===== src/rtl/id_ex_stage_reg.sv =====
// ID/EX pipeline register for the 5-stage MIPS core.
// It also detects load-use hazards and inserts bubbles for hazards and branch flushes.
module id_ex_stage_reg #(
    parameter int DATA_W = 32,
    parameter int REG_W  = 5,
    parameter int CNT_W  = 16
) (
    input  logic              clk_i,
    input  logic              rst_i,
    input  logic              stall_i,
    input  logic              flush_i,
    input  logic              ID_valid_i,
    input  logic [1:0]        ID_WB_i,
    input  logic [1:0]        ID_M_i,
    input  logic [3:0]        ID_EX_i,
    input  logic [DATA_W-1:0] ID_rs_data_i,
    input  logic [DATA_W-1:0] ID_rt_data_i,
    input  logic [DATA_W-1:0] ID_imm_i,
    input  logic [REG_W-1:0]  ID_rs_i,
    input  logic [REG_W-1:0]  ID_rt_i,
    input  logic [REG_W-1:0]  ID_rd_i,
    output logic [1:0]        WB_o,
    output logic [1:0]        M_o,
    output logic [3:0]        EX_o,
    output logic [DATA_W-1:0] rs_data_o,
    output logic [DATA_W-1:0] rt_data_o,
    output logic [DATA_W-1:0] imm_o,
    output logic [REG_W-1:0]  rs_o,
    output logic [REG_W-1:0]  rt_o,
    output logic [REG_W-1:0]  rd_o,
    output logic              valid_o,
    output logic              hazard_o,
    output logic              PC_write_o,
    output logic              IF_ID_write_o,
    output logic [CNT_W-1:0]  bubble_cnt_o
);

    logic [1:0]        r_wb;
    logic [1:0]        r_m;
    logic [3:0]        r_ex;
    logic [DATA_W-1:0] r_rs_data;
    logic [DATA_W-1:0] r_rt_data;
    logic [DATA_W-1:0] r_imm;
    logic [REG_W-1:0]  r_rs;
    logic [REG_W-1:0]  r_rt;
    logic [REG_W-1:0]  r_rd;
    logic              r_valid;
    logic [CNT_W-1:0]  r_bubble_cnt;

    logic w_rt_nonzero;
    logic w_rt_match;
    logic w_hazard;
    logic w_bubble;
    logic w_cnt_full;

    // A load in EX (registered MemRead) whose target feeds the instruction now in ID.
    assign w_rt_nonzero = (r_rt != '0);
    assign w_rt_match   = (r_rt == ID_rs_i) || (r_rt == ID_rt_i);
    assign w_hazard     = r_valid & r_m[1] & w_rt_nonzero & w_rt_match & ID_valid_i;
    assign w_bubble     = flush_i | w_hazard;
    assign w_cnt_full   = (r_bubble_cnt == '1);

    // NOTE: sequential state uses non-blocking assignments so every register samples pre-edge values.
    always_ff @(posedge clk_i or negedge rst_i) begin
        if (!rst_i) begin
            r_wb         <= '0;
            r_m          <= '0;
            r_ex         <= '0;
            r_rs_data    <= '0;
            r_rt_data    <= '0;
            r_imm        <= '0;
            r_rs         <= '0;
            r_rt         <= '0;
            r_rd         <= '0;
            r_valid      <= 1'b0;
            r_bubble_cnt <= '0;
        end else if (!stall_i) begin
            if (w_bubble) begin
                // An all-zero bubble also clears Rs/Rt/Rd so forwarding cannot match it.
                r_wb      <= '0;
                r_m       <= '0;
                r_ex      <= '0;
                r_rs_data <= '0;
                r_rt_data <= '0;
                r_imm     <= '0;
                r_rs      <= '0;
                r_rt      <= '0;
                r_rd      <= '0;
                r_valid   <= 1'b0;
                if (!w_cnt_full) begin
                    r_bubble_cnt <= r_bubble_cnt + CNT_W'(1);
                end
            end else begin
                r_wb      <= ID_valid_i ? ID_WB_i : 2'b00;
                r_m       <= ID_valid_i ? ID_M_i  : 2'b00;
                r_ex      <= ID_EX_i;
                r_rs_data <= ID_rs_data_i;
                r_rt_data <= ID_rt_data_i;
                r_imm     <= ID_imm_i;
                r_rs      <= ID_rs_i;
                r_rt      <= ID_rt_i;
                r_rd      <= ID_rd_i;
                r_valid   <= ID_valid_i;
            end
        end
    end

    assign WB_o          = r_wb;
    assign M_o           = r_m;
    assign EX_o          = r_ex;
    assign rs_data_o     = r_rs_data;
    assign rt_data_o     = r_rt_data;
    assign imm_o         = r_imm;
    assign rs_o          = r_rs;
    assign rt_o          = r_rt;
    assign rd_o          = r_rd;
    assign valid_o       = r_valid;
    assign bubble_cnt_o  = r_bubble_cnt;
    assign hazard_o      = w_hazard;
    assign PC_write_o    = ~(w_hazard | stall_i);
    assign IF_ID_write_o = ~(w_hazard | stall_i);

endmodule


===== config.mk =====
export PLATFORM = sky130hd
export DESIGN_NAME = id_ex_stage_reg
export DESIGN_NICKNAME = d
export VERILOG_FILES = /design/src/rtl/id_ex_stage_reg.sv
export SDC_FILE = /design/constraint.sdc
export NUM_CORES = 1
export LEC_CHECK = 0
export ABC_AREA = 1
export BUFFER_PORTS_ARGS = -buffer_cell sky130_fd_sc_hd__buf_2
export CORE_AREA = 3 3 113 115
export CTS_BUF_LIST = sky130_fd_sc_hd__clkbuf_4 sky130_fd_sc_hd__clkbuf_8 sky130_fd_sc_hd__clkbuf_16
export DETAILED_ROUTE_END_ITERATION = 6
export DIE_AREA = 0 0 116 118
export PLACE_DENSITY = 0.85
export SLEW_MARGIN = 40
export SYNTH_ARGS = -nofsm -noshare
export SYNTH_HDL_FRONTEND = slang
export SYNTH_SLANG_ARGS = --single-unit

===== constraint.sdc =====
create_clock -name clk_i -period 3 [get_ports clk_i]
set_input_delay 0.45 -clock clk_i [delete_from_list [all_inputs] [get_ports clk_i]]
set_output_delay 0.45 -clock clk_i [all_outputs]
set_load 0.02 [all_outputs]

==> results of run 1 <==
==> timing repair <==
item / CTS / global route
hold buffers: 1 / 0
endpoints found under the hold margin: 18 / 0
resized for setup: 0 / 0
==> metrics by stage <==
step           instance area, um2  worst slack (ns)  power (mW)  utilization
2_1_floorplan                6140             0.876        2.60            -
3_3_place_gp                 7500             0.866        2.94        0.630
3_5_place_dp                 7500             0.800        2.96        0.630
4_1_cts                      8110             0.483        5.02        0.681
5_1_grt                      8110             0.319        5.20        0.681
6_report                     8110             0.485        4.97        0.681
==> sequential cells by signal (all words and copies together) (netlist names) <==
| signal | count |
|---|---|
| imm_o | 32 |
| rs_data_o | 32 |
| rt_data_o | 32 |
| bubble_cnt_o | 16 |
| rd_o | 5 |
| rs_o | 5 |
| rt_o | 5 |
| EX_o | 4 |
| M_o | 2 |
| WB_o | 2 |
| valid_o | 1 |
==> power by group through the flow <==
| stage | Combinational [mW] | Sequential, mW | Clock [mW] |
|---|---|---|---|
| after floorplan | 0.301 | 2.30 | 0 |
| after global routing | 0.922 | 2.11 | 2.16 |
| after CTS | 0.843 | 2.09 | 2.09 |
| after detailed placement | 0.838 | 2.12 | 0 |
| final | 0.834 | 2.09 | 2.04 |
| after global placement | 0.825 | 2.11 | 0 |
==> layout by cell type, fill, tap and decap left out, drive strengths merged, types with 7 or more instances in the layout <==
master	count
dfrtp	136
nand2	310
xor2	8
o21ai	110
buf	272
nand4	10
inv	28
clkinv	7
clkbuf	21
nand3	24
nor2	24
xnor2	7
==> cell families (layout without fill, tap and decap cells) <==
logic type               Yosys count  count (layout)
AO/OA/AOI/OAI                    115             115
buffers and inverters             71             334
AND/OR/NAND/NOR                  373             373
adder cells (fa/ha/maj)            1               1
flip-flops                       136             136
XOR/XNOR                          15              15
==> cell type report <==
| type | count | area (um2) |
|---|---|---|
| Tap cell | 147 | 184 |
| Clock inverter | 11 | 124 |
| Clock buffer | 21 | 468 |
| Fill cell | 931 | 3800 |
| Inverter | 29 | 110 |
| Multi-Input combinational cell | 504 | 2370 |
| Sequential cell | 136 | 3400 |
| Timing Repair Buffer | 273 | 1440 |
==> critical path, delay by kind of cell (launching register included) <==
family / cells / cell delay (ns)
DFF: 1 / 0.43
and+or+nand+nor: 7 / 0.86
buffers and inverters: 3 / 0.37
==> layer usage <==
layer / GRT usage / routed length, um / vias up
li1: - / - / 2767
met1: 0.324 / 6910 / 2600
met2: 0.399 / 8210 / 265
met3: 0.0864 / 1470 / 38
met4: 0.118 / 497 / 0
met5: 0 / 0 / -
==> how the worst max path moves through the flow <==
stage	from	end	slack (ns)	cells past startpoint
2_1_floorplan	rt_o[0]$_DFFE_PN0N_	PC_write_o	0.88	12
3_3_place_gp	ID_rt_i[3]	IF_ID_write_o	0.87	11
3_5_place_dp	ID_rt_i[1]	IF_ID_write_o	0.80	11
4_1_cts	rt_o[1]$_DFFE_PN0N_	IF_ID_write_o	0.48	10
5_1_grt	rt_o[0]$_DFFE_PN0N_	IF_ID_write_o	0.32	10
6_report	rt_o[1]$_DFFE_PN0N_	IF_ID_write_o	0.48	10
==> results, run 1 <==
- The worst setup path is launched from a flip-flop.
- The clock tree from TritonCTS is yes.
- The number of global-route vias before repair is 5470.
- The share of layout cells above drive strength 1 is 0.360.
- The worst hold path passes through 3 cells.
- The initial core utilization is 0.516.
- The y dimension of the die is about 120 um.
- VDD sags by at most about 0.00048 V.
- The number of primary I/O pins is ~260.
- Clock-pin slew was measured on the worst setup and hold paths at 0.06 ns.
- For the worst-skew pair, the clock arrives at the later sink with an insertion delay of around 0.42 ns.
- Counting flops with a built-in enable in the synthesized netlist gives 0.
- The number of inserted diodes is 0.
- Routability-driven placement finished with a final weighted congestion of a little under 0.9.
- The average cell area after synthesis is 8.64 um2.
- The worst hold slack after final layout is around 0.28 ns.
- The summed negative setup slack over all endpoints is 0 ns.
- The number of nets still failing antenna checks after routing is 0.
- The cell leakage power is 4.44 nW.
- The total number of vias is 5670.
- The signal on the critical path passes through inv_2, nand2_1, nand2_1, nor2_1, nand3_1, nand2_2, nand2_4, nand2_4, inv_1, buf_2.
- The master of the slowest instance on the critical path is dfrtp_1.
- The net count of the finished layout is roughly 1.1k.
- The routed length per instance is 15.2 um.
- In this run the power density over the cells is between 600 and 700 nW/um2.
- At the worst endpoint, the arrival time is 2.07 ns.
- The class of the tightest hold or removal check is in -> reg.
- The number of cells on the worst reg-to-reg path is 10.
- The combinational family with the most area after synthesis is simple AND/OR/NAND/NOR gates.
- After synthesis, the cell types taking the most area are dfrtp_1 (55%), nand2_1 (19%), o21ai_0 (6.2%).
- The first global-routing pass estimated 27.5 mm of wire.
- Setup repair after global routing left no endpoint under its margin.
- The share of synthesized area in the top cell type comes to 0.554.
- The maximum fanout along the worst path is 30.
- The final count of hold timing violations came to 0.
- Of the total synthesized cell area, the portion taken by XOR and XNOR cells is 0.0214.
- In this run, distinct cell masters in the synthesized netlist total 25.
- The switching part of the total is 0.285.
- The largest net degree at the start of global routing is 79.
- After synthesis the netlist holds a flip-flop and latch count of 136.
- Of the synthesized area, sequential elements account for 0.554.
- Setup violations remaining at the end of the flow were counted as 0.
- The number of cell rows is 40.
- The post-synthesis cell area is a little over 6000 um2.
- The switching power is 1.42 mW.
- The critical path class is reg -> out.
- The synthesized design spends more area on one cell type than any other, namely dfrtp_1.
- The worst setup path is captured at an output pin.
- The run finished with clean final reports.
- The final period demand of the worst path is 2.52 ns.
- Among all flip-flop cells after synthesis, the most frequent one is dfrtp_1.
- Wires add up to 17.1 mm.
- The initial antenna violation count came to 0.
- In this run the number of H-tree levels came out at 4.
- Clock tree synthesis found a total of roughly 140 sinks.
- Measured against its own limit, the worst slew margin works out to 0.506.
- The slack of the worst reg-to-reg path is 0.95 ns.
- The path with the worst hold slack has its endpoint at rt_data_o[28]$_DFFE_PN0N_.
- Relative to the synthesized area, the layout overhead comes to 32.0%.
- The share of total power in sequential cells is 0.421.
- The ratio of routed vias to standard cells is 5.06.
- The finished layout holds roughly 1.1k standard cells, fillers aside.
- The tool flagged a number of max-cap violations equal to 0.
- Of the total synthesized cell area, the portion taken by full adders, half adders and majority gates is 0.00204.
- During synthesis, Yosys emitted a total of 0 warnings.
- In the routed design, unresolved DRC markers number 0.
- In this design, the stage delay of the slowest critical-path cell is between 0.4 and 0.5 ns.
- The clock arrives with roughly 0.0083 ns of skew.
- The multiplexer fraction of the synthesized cell area is 0.
- The start of the worst register-to-register path is rt_o[1]$_DFFE_PN0N_.
- At the worst endpoint, the required time is 2.55 ns.
- The placed instance count is 1088.
- In this run, the number of DRC markers left after iteration 0 of detailed routing was 499.
- The clock group share of total power is 0.411.
- The most common cell in the synthesized netlist is nand2_1.
- In this run the clock root is driven by a clkbuf_16.
- The fraction of registers with async set/reset is 1.00.
- Counting the buffers created by CTS gives 17.
- The number of slew-limit violations in the final report is 0.
- The synthesized instance count is 711.
- The overall die area is between 10000 and 15000 um2.
- By count the netlist is led by nand2_1 (305), dfrtp_1 (136), o21ai_0 (76), o21ai_2 (31).
- The end of the worst register-to-register path is rs_data_o[6]$_DFFE_PN0N_.
- Dividing the final minimum period by the clock period gives 0.838.
- The number of nets in the synthesized netlist is roughly 840.
- The all-layer global routing usage is 0.257.
- The simple-gate share of the synthesized area is 0.244.
- The internal power is 3.55 mW.
- In this run the tool buffered the top-level ports with about 260 buffer cells.
- The power share of the combinational group is 0.168.
- The hold path startpoint is ID_rt_data_i[28].
- The worst-margin pin slew is 0.741 ns.
- The fraction of the mapped netlist area in compound gates was 0.119.
- The HPWL after detailed placement is 12.0 mm.
- The die is roughly 120 um wide.
- No sink is reached through more buffers than the 2 on the longest clock path.
- Derived from the worst setup path, the maximum achievable clock frequency is 398 MHz.
- The global route total overflow is 0.
- In this run the post-CTS setup repair buffer count came out at 0.
- In this run the standard cell core region covers 11900 um2.
- The number of detailed-routing iterations run before antenna repair is 5.
No activity file was read; power rests on OpenSTA's default activity.
==> inputs of run 2 (changes only) <==
--- a/config.mk
+++ b/config.mk
@@ -7,11 +7,11 @@
 export LEC_CHECK = 0
 export ABC_AREA = 1
 export BUFFER_PORTS_ARGS = -buffer_cell sky130_fd_sc_hd__buf_2
-export CORE_AREA = 3 3 113 115
+export CORE_AREA = 3 3 118 120
 export CTS_BUF_LIST = sky130_fd_sc_hd__clkbuf_4 sky130_fd_sc_hd__clkbuf_8 sky130_fd_sc_hd__clkbuf_16
 export DETAILED_ROUTE_END_ITERATION = 6
-export DIE_AREA = 0 0 116 118
-export PLACE_DENSITY = 0.85
+export DIE_AREA = 0 0 121 123
+export PLACE_DENSITY = 0.79
 export SLEW_MARGIN = 40
 export SYNTH_ARGS = -nofsm -noshare
 export SYNTH_HDL_FRONTEND = slang
==> constraint.sdc (replaced) <==
create_clock -name clk_i -period 2.6 [get_ports clk_i]
set_input_delay 0.39 -clock clk_i [delete_from_list [all_inputs] [get_ports clk_i]]
set_output_delay 0.39 -clock clk_i [all_outputs]
set_load 0.02 [all_outputs]
==> run 2 against run 1 <==
Against the previous run: worst hold slack got worse by 0.058 ns; utilization down 6.1 points; total power grew 15%; register-to-register slack got worse by 0.38 ns; non-clock buffer count down 2; via count down 1.1%; cell count up 2.3%; count of clock-buffer cells in the layout shrank 2; sequential power is 16% higher; critical path type unchanged; largest power group unchanged; highest routed layer unchanged.
==> results, run 2 (synthesized netlist as in run 1, its figures left out) <==
- The worst stage delay on the critical path came to 0.42 ns (was 0.43 ns).
- The class of the tightest hold or removal check is in -> reg (unchanged).
- The most common library cell in the layout ignoring fill and taps was nand2_1 (unchanged).
- Outcome: finished, final reports clean (unchanged).
- The hold path startpoint is ID_rt_data_i[17] (was ID_rt_data_i[28]).
- The number of max-cap violations is 0 (unchanged).
- The number of slew-limit violations in the final report was 0 (unchanged).
- The number of detailed-routing iterations run before antenna repair is 5 (unchanged).
- The die width is 121 um (was 116 um).
- The worst setup skew after layout came to 0.0106 ns (was 0.00833 ns).
- The relative area change from synthesis to final layout is 32.1% (was 32.0%).
- The CTS buffer count is 17 (unchanged).
- The final count of hold timing violations came to 0 (unchanged).
- The routed length per instance is 14.9 um (was 15.2 um).
- The summed negative setup slack over all endpoints is 0 ns (unchanged).
- The cell leakage power is 4.42 nW (was 4.44 nW).
- The count of buffers added by post-CTS timing repair for setup was 0 (unchanged).
- The H-tree depth is 4 (unchanged).
- The kind of cell adding the most delay to the critical path is simple AND/OR/NAND/NOR gates (unchanged).
- The total number of vias is 5608 (was 5670).
- The maximum fanout along the worst path is 8 (was 30).
- The number of nets still failing antenna checks after routing was 0 (unchanged).
- The sequential cell area is 3400 um2 (unchanged).
- The number of nets in the final layout is 1084 (was 1086).
- The worst endpoint data arrival time was 1.77 ns (was 2.07 ns).
- The largest net degree at the start of global routing is 102 (was 79).
- The number of global-route vias before repair came to 5274 (was 5470).
- The overall die area is 14900 um2 (was 13700 um2).
- The worst-case headroom to the max-slew limit is 0.619 (was 0.506).
- The clock tree from TritonCTS is yes (unchanged).
- The quantity of gates resized following cts was 0 (unchanged).
- The post-detailed-routing wire length is 17.1 mm (about the same).
- The power per cell area came to 704 nW/um2 (was 613 nW/um2).
- The first-pass GRT wire length was 26.7 mm (was 27.5 mm).
- The kind of start point of the critical path is a flip-flop (unchanged).
- The critical path class is reg -> out (unchanged).
- The final period demand of the worst path is 2.16 ns.
- The y dimension of the die is 123 um (was 118 um).
- The number of primary I/O pins is 263 (unchanged).
- The worst vdd rail ir drop is 0.000406 V (was 0.000478 V).
- Commonest cells after routing, fill and taps aside: nand2_1 (305), buf_2 (260), dfrtp_1 (136), o21ai_0 (76), o21ai_2 (31) (unchanged).
- The violation count after the first detailed-route iteration is 479 (was 499).
- The all-layer global routing usage came to 0.226 (was 0.257).
- The number of setup violations in the final report is 0 (unchanged).
- The total clock sinks is 136 (unchanged).
- The share of layout cells above drive strength 1 is 0.358 (was 0.360).
- The clock-pin slew reported for the worst setup and hold paths after clock tree synthesis is 0.06 ns (about the same).
- The area used by multi-input combinational logic is 2370 um2 (unchanged).
- The number of cell rows was 42 (was 40).
- The start of the worst register-to-register path is rt_o[0]$_DFFE_PN0N_ (was rt_o[1]$_DFFE_PN0N_).
- The maximum clock frequency is 464 MHz.
- Setup repair after global routing missed its margin: no (unchanged).
- The post-route fraction of the period consumed by the critical path is 0.829.
- The sum of internal, switching and leakage power is 5.71 mW (was 4.97 mW).
- The endpoint of the worst hold-timing path is rt_data_o[17]$_DFFE_PN0N_ (was rt_data_o[28]$_DFFE_PN0N_).
- The root buffer selected by CTS is clkbuf_16 (unchanged).
- The end of the worst register-to-register path is imm_o[4]$_DFFE_PN0N_ (was rs_data_o[6]$_DFFE_PN0N_).
- The initial core utilization is 0.469 (was 0.516).
- The half-perimeter wire length after placement was 11.9 mm (was 12.0 mm).
- The worst path required time is 2.21 ns (was 2.55 ns).
- The initial antenna violation count came to 0 (unchanged).
- The buffer and inverter count on the worst path is 3 (unchanged).
- The total of buffers placed on input and output ports is 262 (unchanged).
- The cell depth of the worst flop-to-flop path is 10 (unchanged).
- The slack of the worst reg-to-reg path is 0.57 ns (was 0.95 ns).
- The number of buffers between clock root and the deepest sink is 2 (unchanged).
- The area of the core is 13100 um2 (was 11900 um2).
- The master of the slowest instance on the critical path is dfrtp_1 (unchanged).
- The remaining routing DRC violations is 0 (unchanged).
- The worst-margin pin slew is 0.572 ns (was 0.741 ns).
- The filler cell count in the final layout is 1129 (was 931).
- The ratio of routed vias to standard cells is 4.89 (was 5.06).
- The clock insertion delay at the later pin of the skew report is 0.42 ns (about the same).
- The worst hold path depth came to 3 (unchanged).
- The number of inserted diodes is 0 (unchanged).
- The global route total overflow came to 0 (unchanged).
- The kind of end point of the critical path was an output pin (unchanged).
- The last weighted congestion value of the routability-driven placer was 0.886 (was 0.885).
- Cell breakdown of the critical path: inv_1, nand2_1, nand2_1, nor2_1, nand3_1, nand2_2, nand2_4, nand2_4, inv_1, buf_2 (was inv_2, nand2_1, nand2_1, nor2_1, nand3_1, nand2_2, nand2_4, nand2_4, inv_1, buf_2).
[run 2: cell types whose count changed in the layout (fill, tap and decap cells not counted)]
cell	before	now
buf_4	8	6
clkbuf_4	2	1
clkbuf_8	2	1
clkinv_2	4	5
clkinv_4	3	1
clkinvlp_4	3	4
inv_6	0	1
[run 2: what timing repair did]
action,4_1_cts,5_1_grt
endpoints found under the hold margin,55,0
endpoints found under the setup margin,0,0
hold buffers,1,0
[run 2: cell type report]
class	instances	share of cell area
Multi-Input combinational cell	504	0.293
Sequential cell	136	0.420
Timing Repair Buffer	271	0.176
Tap cell	176	0.0272
Clock buffer	19	0.0551
Inverter	29	0.0136
Clock inverter	12	0.0157
[run 2: tightest hold or removal path: stages]
cell     delay [ns]
buf_2          0.09
nand2_1        0.05
o21ai_1        0.06
[run 2: routing by layer]
layer | wire [um] | vias up | track usage | part of all wire
met1 | 7080 | 2602 | 0.292 | 0.41
li1 | - | 2754 | - | -
met3 | 1340 | 25 | 0.0727 | 0.078
met4 | 310 | 0 | 0.0772 | 0.018
met2 | 8380 | 227 | 0.363 | 0.49
met5 | 0 | - | 0 | 0
[run 2: metrics by stage]
stage                     setup slack [ns]  hold WS (ns)  cells  utilization  area (um2)
after floorplan                      0.536        0.0944    711            -        6140
after global placement               0.634         0.394   1115        0.575        7530
after detailed placement             0.548         0.403   1115        0.575        7530
after CTS                            0.410         0.204   1147        0.620        8110
after global routing                 0.275         0.214   1147        0.620        8110
final                                0.444         0.224   1147        0.620        8110
[run 2: worst max-delay path by stage]
stage,endpoint,cells past startpoint,slack (ns),start
after floorplan,PC_write_o,12,0.54,rt_o[0]$_DFFE_PN0N_
after global placement,rs_data_o[26]$_DFFE_PN0N_,5,0.63,stall_i
after detailed placement,imm_o[13]$_DFFE_PN0N_,5,0.55,stall_i
after CTS,PC_write_o,10,0.41,rt_o[1]$_DFFE_PN0N_
after global routing,IF_ID_write_o,10,0.28,rt_o[0]$_DFFE_PN0N_
final,PC_write_o,10,0.44,rt_o[0]$_DFFE_PN0N_
[run 2: power breakdown]
group          switching, mW  internal [mW]
Sequential             0.131           2.29
Clock                  0.904           1.44
Combinational          0.618          0.331
